--- src/rtl/imem_loader_if.sv ---
// -----------------------------------------------------------------------------
// imem_loader_if
// Groups the two buses of the instruction-memory loader:
//   * byte stream  : byte_valid / byte_data (source -> loader), byte_ready (loader -> source)
//   * write port   : wr_en / wr_addr / wr_data (loader -> instruction memory)
// Modports:
//   slave  : the loader (consumes bytes, drives the memory write port)
//   master : the environment (byte source plus memory write-port observer)
// -----------------------------------------------------------------------------
interface imem_loader_if;
  logic        byte_valid;
  logic [7:0]  byte_data;
  logic        byte_ready;
  logic        wr_en;
  logic [31:0] wr_addr;
  logic [31:0] wr_data;

  modport slave (
    input  byte_valid,
    input  byte_data,
    output byte_ready,
    output wr_en,
    output wr_addr,
    output wr_data
  );

  modport master (
    output byte_valid,
    output byte_data,
    input  byte_ready,
    input  wr_en,
    input  wr_addr,
    input  wr_data
  );
endinterface

--- src/rtl/imem_loader.sv ---
// -----------------------------------------------------------------------------
// imem_loader
// Write-side companion to a single-cycle processor's instruction memory.
// Receives a program as a byte stream, packs bytes little-endian into 32-bit
// words and issues one write strobe per complete word. The processor is held
// in stall (o_cpu_hold) until a full program has been written.
//
// Ports:
//   clk           processor clock, rising edge
//   rst_n         synchronous active-low reset
//   i_load_start  one-cycle load request, honoured only in IDLE
//   i_load_len    number of words to load, sampled with i_load_start
//   i_abort       cancels a load in progress (RECV/WRITE)
//   bus           byte stream in + instruction-memory write port out
//   o_cpu_hold    stalls processor fetch while high
//   o_load_done   sticky: last load completed
//   o_load_err    sticky: last request rejected or aborted
//
// Timing: a word takes 4 accept cycles plus 1 WRITE cycle. The write strobe is
// registered on the way out of WRITE, so it is visible in the cycle after WRITE
// (the first RECV cycle of the next word, or the DONE cycle). This lets an
// abort seen in WRITE suppress the strobe entirely.
// -----------------------------------------------------------------------------
module imem_loader #(
  parameter int DEPTH = 64,
  parameter int LEN_W = 7
) (
  input  logic              clk,
  input  logic              rst_n,
  input  logic              i_load_start,
  input  logic [LEN_W-1:0]  i_load_len,
  input  logic              i_abort,
  imem_loader_if.slave      bus,
  output logic              o_cpu_hold,
  output logic              o_load_done,
  output logic              o_load_err
);

  localparam int IDX_W = $clog2(DEPTH);

  typedef enum logic [1:0] {
    S_IDLE,
    S_RECV,
    S_WRITE,
    S_DONE
  } state_t;

  state_t             r_state;
  logic [LEN_W-1:0]   r_len;
  logic [IDX_W-1:0]   r_word_idx;
  logic [1:0]         r_byte_idx;
  logic [31:0]        r_asm;
  logic               r_byte_ready;
  logic               r_wr_en;
  logic [31:0]        r_wr_addr;
  logic [31:0]        r_wr_data;
  logic               r_cpu_hold;
  logic               r_load_done;
  logic               r_load_err;

  logic               w_len_ok;
  logic               w_accept;
  logic               w_last_word;

  assign w_len_ok    = (i_load_len != '0) && (i_load_len <= LEN_W'(DEPTH));
  assign w_accept    = (r_state == S_RECV) && bus.byte_valid && r_byte_ready;
  assign w_last_word = (LEN_W'(r_word_idx) == (r_len - LEN_W'(1)));

  // NOTE: all state lives in one clocked block with non-blocking assignments,
  // so every register samples pre-edge values and the block order is irrelevant.
  always_ff @(posedge clk) begin
    if (!rst_n) begin
      r_state      <= S_IDLE;
      r_len        <= '0;
      r_word_idx   <= '0;
      r_byte_idx   <= '0;
      r_asm        <= '0;
      r_byte_ready <= 1'b0;
      r_wr_en      <= 1'b0;
      r_wr_addr    <= '0;
      r_wr_data    <= '0;
      r_cpu_hold   <= 1'b1;  // processor stays stalled until the first good load
      r_load_done  <= 1'b0;
      r_load_err   <= 1'b0;
    end else begin
      // NOTE: the strobe defaults low each cycle so it can only ever be a
      // single-cycle pulse; only the WRITE branch raises it.
      r_wr_en <= 1'b0;

      case (r_state)
        S_IDLE: begin
          if (i_load_start) begin
            if (w_len_ok) begin
              r_len        <= i_load_len;
              r_word_idx   <= '0;
              r_byte_idx   <= '0;
              r_cpu_hold   <= 1'b1;
              r_load_done  <= 1'b0;
              r_load_err   <= 1'b0;
              r_byte_ready <= 1'b1;
              r_state      <= S_RECV;
            end else begin
              // Rejected request: hold and done keep their previous values.
              r_load_err <= 1'b1;
            end
          end
        end

        S_RECV: begin
          if (i_abort) begin
            r_byte_ready <= 1'b0;
            r_cpu_hold   <= 1'b1;
            r_load_err   <= 1'b1;
            r_state      <= S_IDLE;
          end else if (w_accept) begin
            r_asm[{r_byte_idx, 3'b000} +: 8] <= bus.byte_data;
            r_byte_idx <= r_byte_idx + 2'd1;
            if (r_byte_idx == 2'd3) begin
              r_byte_ready <= 1'b0;
              r_state      <= S_WRITE;
            end
          end
        end

        S_WRITE: begin
          if (i_abort) begin
            // Abort wins over the write: the completed word is dropped.
            r_cpu_hold <= 1'b1;
            r_load_err <= 1'b1;
            r_state    <= S_IDLE;
          end else begin
            r_wr_en   <= 1'b1;
            r_wr_addr <= 32'({r_word_idx, 2'b00});
            r_wr_data <= r_asm;
            if (w_last_word) begin
              r_state <= S_DONE;
            end else begin
              r_word_idx   <= r_word_idx + IDX_W'(1);
              r_byte_idx   <= '0;
              r_byte_ready <= 1'b1;
              r_state      <= S_RECV;
            end
          end
        end

        S_DONE: begin
          r_load_done <= 1'b1;
          r_cpu_hold  <= 1'b0;
          r_state     <= S_IDLE;
        end

        default: r_state <= S_IDLE;
      endcase
    end
  end

  assign bus.byte_ready = r_byte_ready;
  assign bus.wr_en      = r_wr_en;
  assign bus.wr_addr    = r_wr_addr;
  assign bus.wr_data    = r_wr_data;
  assign o_cpu_hold     = r_cpu_hold;
  assign o_load_done    = r_load_done;
  assign o_load_err     = r_load_err;

endmodule

--- src/flat_wrapper.sv ---
// flat-port wrapper written by rule: the top's interface ports become plain ports
module imem_loader_flat 
#(
  parameter int DEPTH = 64,
  parameter int LEN_W = 7
)
  (clk, rst_n, i_load_start, i_load_len, i_abort, o_cpu_hold, o_load_done, o_load_err, bus_byte_valid, bus_byte_data, bus_byte_ready, bus_wr_en, bus_wr_addr, bus_wr_data);
  imem_loader_if bus_i ();
  input  logic clk;
  input  logic rst_n;
  input  logic i_load_start;
  input  logic [LEN_W-1:0] i_load_len;
  input  logic i_abort;
  output logic o_cpu_hold;
  output logic o_load_done;
  output logic o_load_err;
  input wire logic [$bits(bus_i.byte_valid)-1:0] bus_byte_valid;
  input wire logic [$bits(bus_i.byte_data)-1:0] bus_byte_data;
  output wire logic [$bits(bus_i.byte_ready)-1:0] bus_byte_ready;
  output wire logic [$bits(bus_i.wr_en)-1:0] bus_wr_en;
  output wire logic [$bits(bus_i.wr_addr)-1:0] bus_wr_addr;
  output wire logic [$bits(bus_i.wr_data)-1:0] bus_wr_data;
  assign bus_i.byte_valid = bus_byte_valid;
  assign bus_i.byte_data = bus_byte_data;
  assign bus_byte_ready = bus_i.byte_ready;
  assign bus_wr_en = bus_i.wr_en;
  assign bus_wr_addr = bus_i.wr_addr;
  assign bus_wr_data = bus_i.wr_data;
  imem_loader #(.DEPTH(DEPTH), .LEN_W(LEN_W)) u_core (.clk(clk), .rst_n(rst_n), .i_load_start(i_load_start), .i_load_len(i_load_len), .i_abort(i_abort), .bus(bus_i), .o_cpu_hold(o_cpu_hold), .o_load_done(o_load_done), .o_load_err(o_load_err));
endmodule
--- config.mk ---
export PLATFORM = sky130hd
export DESIGN_NAME = imem_loader_flat
export DESIGN_NICKNAME = d
export VERILOG_FILES = /design/src/rtl/imem_loader_if.sv /design/src/rtl/imem_loader.sv /design/src/flat_wrapper.sv
export SDC_FILE = /design/constraint.sdc
export NUM_CORES = 1
export LEC_CHECK = 0
export ABC_AREA = 1
export CAP_MARGIN = 30
export CORE_MARGIN = 1.5
export CORE_UTILIZATION = 40
export CTS_BUF_LIST = sky130_fd_sc_hd__clkbuf_4 sky130_fd_sc_hd__clkbuf_8 sky130_fd_sc_hd__clkbuf_16
export DETAILED_ROUTE_END_ITERATION = 8
export PLACE_DENSITY = 0.75
export SYNTH_ARGS = -nofsm -noshare
export SYNTH_HDL_FRONTEND = slang
export SYNTH_SLANG_ARGS = --single-unit
export TNS_END_PERCENT = 5
--- constraint.sdc ---
create_clock -name clk -period 2.2 [get_ports clk]
set_clock_uncertainty 0.2 [all_clocks]
set_input_delay 0.44 -clock clk [delete_from_list [all_inputs] [get_ports clk]]
set_output_delay 0.44 -clock clk [all_outputs]
set_load 0.1 [all_outputs]
After elaboration in Yosys (flattened, before gate mapping)

Cells that the tools add are included.

Divide/modulo/power cells: 0
Magnitude comparators: 1
Reduce and logical (&&, ||, !) cells: 21
$add $sub $neg: 4
Multiplexer cells: 38
Bitwise operators: 1
Equality and inequality tests: 14
Shifts and indexed selects: 2
Multipliers: 0

Operators with widths:

| operator                                                                | count |
|---|---|
| 32-bit bitwise mux                                                      | 1 |
| 8-bit by 7-bit variable shift with 32-bit output, first input constant  | 1 |
| 8-bit by 7-bit indexed part select with 32-bit output                   | 1 |
| 2-bit 2-to-1 mux                                                        | 13 |
| 6-bit 2-to-1 mux                                                        | 4 |
| 3-bit AND reduction                                                     | 5 |
| 7-bit AND reduction                                                     | 2 |
| 1-bit 2-to-1 mux                                                        | 13 |
| 6-bit case mux with 2 select lines                                      | 1 |
| 2-bit inequality test, second input constant                            | 4 |
| 2-bit case mux with 4 select lines                                      | 1 |
| 6-bit by 7-bit equality test with 1-bit output                          | 1 |
| 7-bit less-or-equal comparator, second input constant                   | 1 |
| 5-bit negator with 7-bit output                                         | 1 |
| 7-bit nonzero test                                                      | 1 |
| 7-bit by 1-bit subtractor with 7-bit output, second input constant      | 1 |
| 6-bit by 1-bit adder with 6-bit output, second input constant           | 1 |
| 2-bit equality test, second input constant                              | 3 |
| 2-bit by 1-bit inequality test with 1-bit output, second input constant | 3 |
| 1-bit case mux with 3 select lines                                      | 2 |
| 2-bit case mux with 3 select lines                                      | 1 |
| 2-bit nonzero test                                                      | 3 |
| 5-bit AND reduction                                                     | 1 |
| 1-bit case mux with 2 select lines                                      | 2 |
| other kinds (11)                                                        | 14 |

Flip-flop bits (word level): 92
Bits in writable memories: 0
ROM bits: 0
Output and inout bits: 69
Memories: 0
Input bits: 20
Word-level logic and storage cells: 93
Bits in latches: 0

Logic depth before layout (Yosys ltp)

Word-level depth: 6
Mapped depth: 15
Depth with buffers taken out: 14

Worst setup path before layout

Ideal clock, no wire load.

Path kind: register to register
Start: register u_core.r_byte_ready (netlist: u_core.bus.byte_ready)
End: register u_core.r_asm[15]
Period minus slack after synthesis: 2276 ps
Path slack: -76 ps
Stages on the path, launching flop included: 8
Library setup time: 135 ps
Buffers on the path: 2
Arrival time: 1941 ps
Data required time: 1865 ps
Cell sequence: dfxtp_1 -> nand2_1 -> nor2_4 -> buf_6 -> nand2_4 -> buf_2 -> a31oi_1 -> a211oi_1

Cells in the longest elaborated chain, start to end: 2

RTL lines:

| element                              | RTL line           | source |
|---|---|---|
| start, declared                      | imem_loader.sv:53  | `logic r_byte_ready;` |
| start signal, assigned               | imem_loader.sv:78  | `r_byte_ready <= 1'b0;` |
| start signal, assigned               | imem_loader.sv:100 | `r_byte_ready <= 1'b1;` |
| start signal, assigned               | imem_loader.sv:111 | `r_byte_ready <= 1'b0;` |
| 1-bit logical AND                    | imem_loader.sv:66  | `assign w_accept = (r_state == S_RECV) && bus.byte_valid && r_byte_ready;` |
| 3-bit AND reduction (no source line) | --                 |  |
| end signal, assigned by index        | imem_loader.sv:116 | `r_asm[{r_byte_idx, 3'b000} +: 8] <= bus.byte_data;` |
| end, declared                        | imem_loader.sv:52  | `logic [31:0] r_asm;` |

Every way passes these cells.
A chain may end at the register's enable or synchronous reset.

Worst setup path in the final report

Start: register u_core.r_len[1]
End: register u_core.r_word_idx[1]

Cells in the longest elaborated chain, start to end: 4

RTL lines:

| element                                        | RTL line           | source |
|---|---|---|
| start, declared                                | imem_loader.sv:49  | `logic [LEN_W-1:0] r_len;` |
| start signal, assigned                         | imem_loader.sv:94  | `r_len <= i_load_len;` |
| 7-bit by 1-bit subtractor with 7-bit output    | imem_loader.sv:67  | `assign w_last_word = (LEN_W'(r_word_idx) == (r_len - LEN_W'(1)));` |
| 6-bit by 7-bit equality test with 1-bit output | imem_loader.sv:67  |  |
| 2-bit inequality test (no source line)         | --                 |  |
| 5-bit AND reduction (no source line)           | --                 |  |
| end signal, assigned                           | imem_loader.sv:138 | `r_word_idx <= r_word_idx + IDX_W'(1);` |
| end, declared                                  | imem_loader.sv:50  | `logic [IDX_W-1:0] r_word_idx;` |

Every way passes these cells.

==> results.py <==
metrics = {
    "synthesis": {
        "yosys.area.top_type_share_pct": 43.9,
        "avgSynthCellArea_um2": 7.49,
        "synthTopCellsByCount": "nand2_1, dfxtp_1, nor2_1, a21oi_1, o21ai_0",
        "synth_area_leaders": "dfxtp_1, nand2_1, a21oi_1, nor2_1, o21ai_0",
        "synth_top_cell_by_area": "dfxtp_1",
        "syn-cell-area_um2": 4200,
        "synth_ff_type": "dfxtp_1",
        "synthMostInstantiatedCell": "nand2_1",
        "yosysSeqAreaShare_pct": 43.9,
        "yosysWarnings": 0,
        "synth_edf_count": 0,
        "ys_seq_elements": 92,
        "syn-instance-count": 560,
        "synthArstFlopShare_pct": 0,
        "yosysUniqueCellTypes": 32,
    },
    "power_and_ir_drop": {
        "power_frac_comb_pct": 20.6,
        "p_seq_share_pct": 47.1,
        "clkPwrFrac_pct": 32.3,
        "p_leak_nw": 2.23,
        "power_density_nw_per_um2": 724,
        "irDropWorstVdd_mv": 0.363,
        "switchingPower_w": 0.00122,
        "swShare_pct": 33.2,
        "power_w": 0.00367,
        "p_int_w": 0.00245,
    },
    "clock_network": {
        "postCtsSetupBuffers": 0,
        "numClockSinks": 92,
        "cts_root_buf": "clkbuf_8",
        "insertion_delay_ps": 360,
        "cts_tree": "done",
        "cts_made_buffers": 9,
        "cts.htree.levels": 3,
        "clk_pin_slew_ps": 90,
        "clockBufferDepth": 2,
    },
    "cells_and_area": {
        "num_antenna_cells": 0,
        "multi_input_area_um2": 1980,
        "ff_latch_area_um2": 1840,
        "finalCoreUtilization_pct": 49.5,
        "nets": 657,
        "drive_above_1_share_pct": 15.3,
        "finalNonFillerCells": 765,
        "area_growth_pct": 20.7,
        "fill_cells": 1003,
    },
    "setup_path": {
        "crit_required_ps": 2300,
        "startpoint_type": "register",
        "crit_fanout": 12,
        "end_kind": "register",
        "cp_data_arrival_time_ps": 2110,
        "path_class": "register to register",
    },
    "status": {
        "status": "finished, final reports clean",
    },
    "sta": {
        "rsz0062_at_grt": "no",
        "final_hold_viol_count": 0,
        "period_minus_slack_ps": 2020,
        "setup-violations-final": 0,
        "drv_slew": 0,
        "finalCritPeriodShare_pct": 91.7,
        "timing.fmax_mhz": 496,
    },
    "floorplanning": {
        "die-area_um2": 11100,
        "rows": 37,
        "core-area_um2": 10200,
        "start_util_pct": 41.0,
        "pin_count": 89,
        "die_h_um": 105,
        "die_x_um": 105,
    },
    "global_routing": {
        "grt_pass1_vias": 3615,
        "grtUsageTotal_pct": 17.7,
        "antenna_found_initial": 0,
        "grt_overflow_total": 0,
        "grt_max_degree": 39,
        "grt_pass1_wl_um": 16100,
    },
    "detailed_routing": {
        "drt_wl_total_um": 9360,
        "drt_first_iter_violations": 138,
        "dr.pass1.iters": 4,
        "remaining_drc_errors": 0,
        "routed_via_density": 4.88,
        "antenna_left": 0,
        "num_vias": 3737,
        "routedWlPerCell_um": 12.2,
    },
    "place": {
        "dp_hpwl_um": 6820,
        "globalplace.congestion": 0.840,
        "portBuffers": 62,
        "dp.cells": 750,
    },
    "job": {
        "maxCapViolations": 0,
    },
    "worst_hold_path": {
        "hp-class": "register to register",
    },
}
## worst max-delay path, stage by stage, from the launching register on
cell and delay, ps:
dfxtp_1 350, inv_1 60, ha_2 330, inv_1 40
nand2_1 50, nand2_1 50, nor2_1 70, nand3_1 110
nor2_4 170, nand3_4 170, nand3_2 160, nand2_1 70
a21oi_1 110
## per-stage QoR
stage	setup TNS (ps)	setup WS [ps]	instance area, um2	hold slack [ps]
floorplan	0	156	4290	230
detailed placement	-385	-112	4830	247
global route	0	1.75	5060	289
CTS	0	39.9	5040	272
finish	0	182	5060	264
global placement	-184	-81.3	4830	241
## cell families after synthesis
group,synth area share (%)
and+or+nand+nor,23.1
AOI/OAI and AO/OA,16.3
buffers and inverters,12.1
DFF,43.9
adders and majority gates,3.58
xor gates and xnor gates,0.835
other,0.0894
## worst paths after layout
kind                            endpoint              from  cells past startpoint  slack [ps]
setup / recovery    u_core.r_word_idx[1]   u_core.r_len[1]                     12         180
hold / removal    u_core.bus.wr_data[22]  u_core.r_asm[22]                      2         260
setup reg to reg    u_core.r_word_idx[1]   u_core.r_len[1]                     12         180
hold reg to reg   u_core.bus.wr_data[22]  u_core.r_asm[22]                      2         260
## area by class of cell
class | instances | area share [%]
clock inverters | 5 | 1.33
clock buffers | 10 | 2.72
flip-flops and latches | 92 | 36.4
repair buffers | 82 | 13.6
well taps | 136 | 3.36
multi-input cells | 392 | 39.0
inverters | 48 | 3.56
## state kept, by name (all words and copies together) (netlist names), 2 cells and up
| register | count |
|---|---|
| u_core.bus.wr_data | 32 |
| u_core.r_asm | 32 |
| u_core.r_len | 7 |
| u_core.bus.wr_addr | 6 |
| u_core.r_word_idx | 6 |
| u_core.r_byte_idx | 2 |
| u_core.r_state | 2 |
## layer usage
layer,wire [um],vias to the layer above,GRT usage (%)
li1,-,1914,-
met1,4140,1698,21.5
met2,4600,112,31.0
met3,471,13,3.53
met4,148,0,6.46
met5,0,-,0
## timing repair
action                     CTS  global route
setup endpoints to repair    3            15
hold buffers                 0             0
pin swaps                    0             0
gates resized for setup      1             6
gates cloned                 0             0
## power groups by stage
stage               logic, W  registers [W]  clock network [W]
floorplan           0.000520        0.00186                  0
global placement    0.000723        0.00176                  0
CTS                 0.000744        0.00173            0.00122
detailed placement  0.000741        0.00177                  0
finish              0.000756        0.00173            0.00119
global route        0.000821        0.00173            0.00128
## layout by cell type, fill, tap and decap left out, drive strengths merged, types with 16 or more instances in the layout
cell type,n
nand2,96
dfxtp,92
nor2,74
a21oi,64
buf,63
o21ai,51
inv,51
conb,26
clkdlybuf4s50,19
nand4,18
nand3,16
Power figures use the tool's default switching activity.
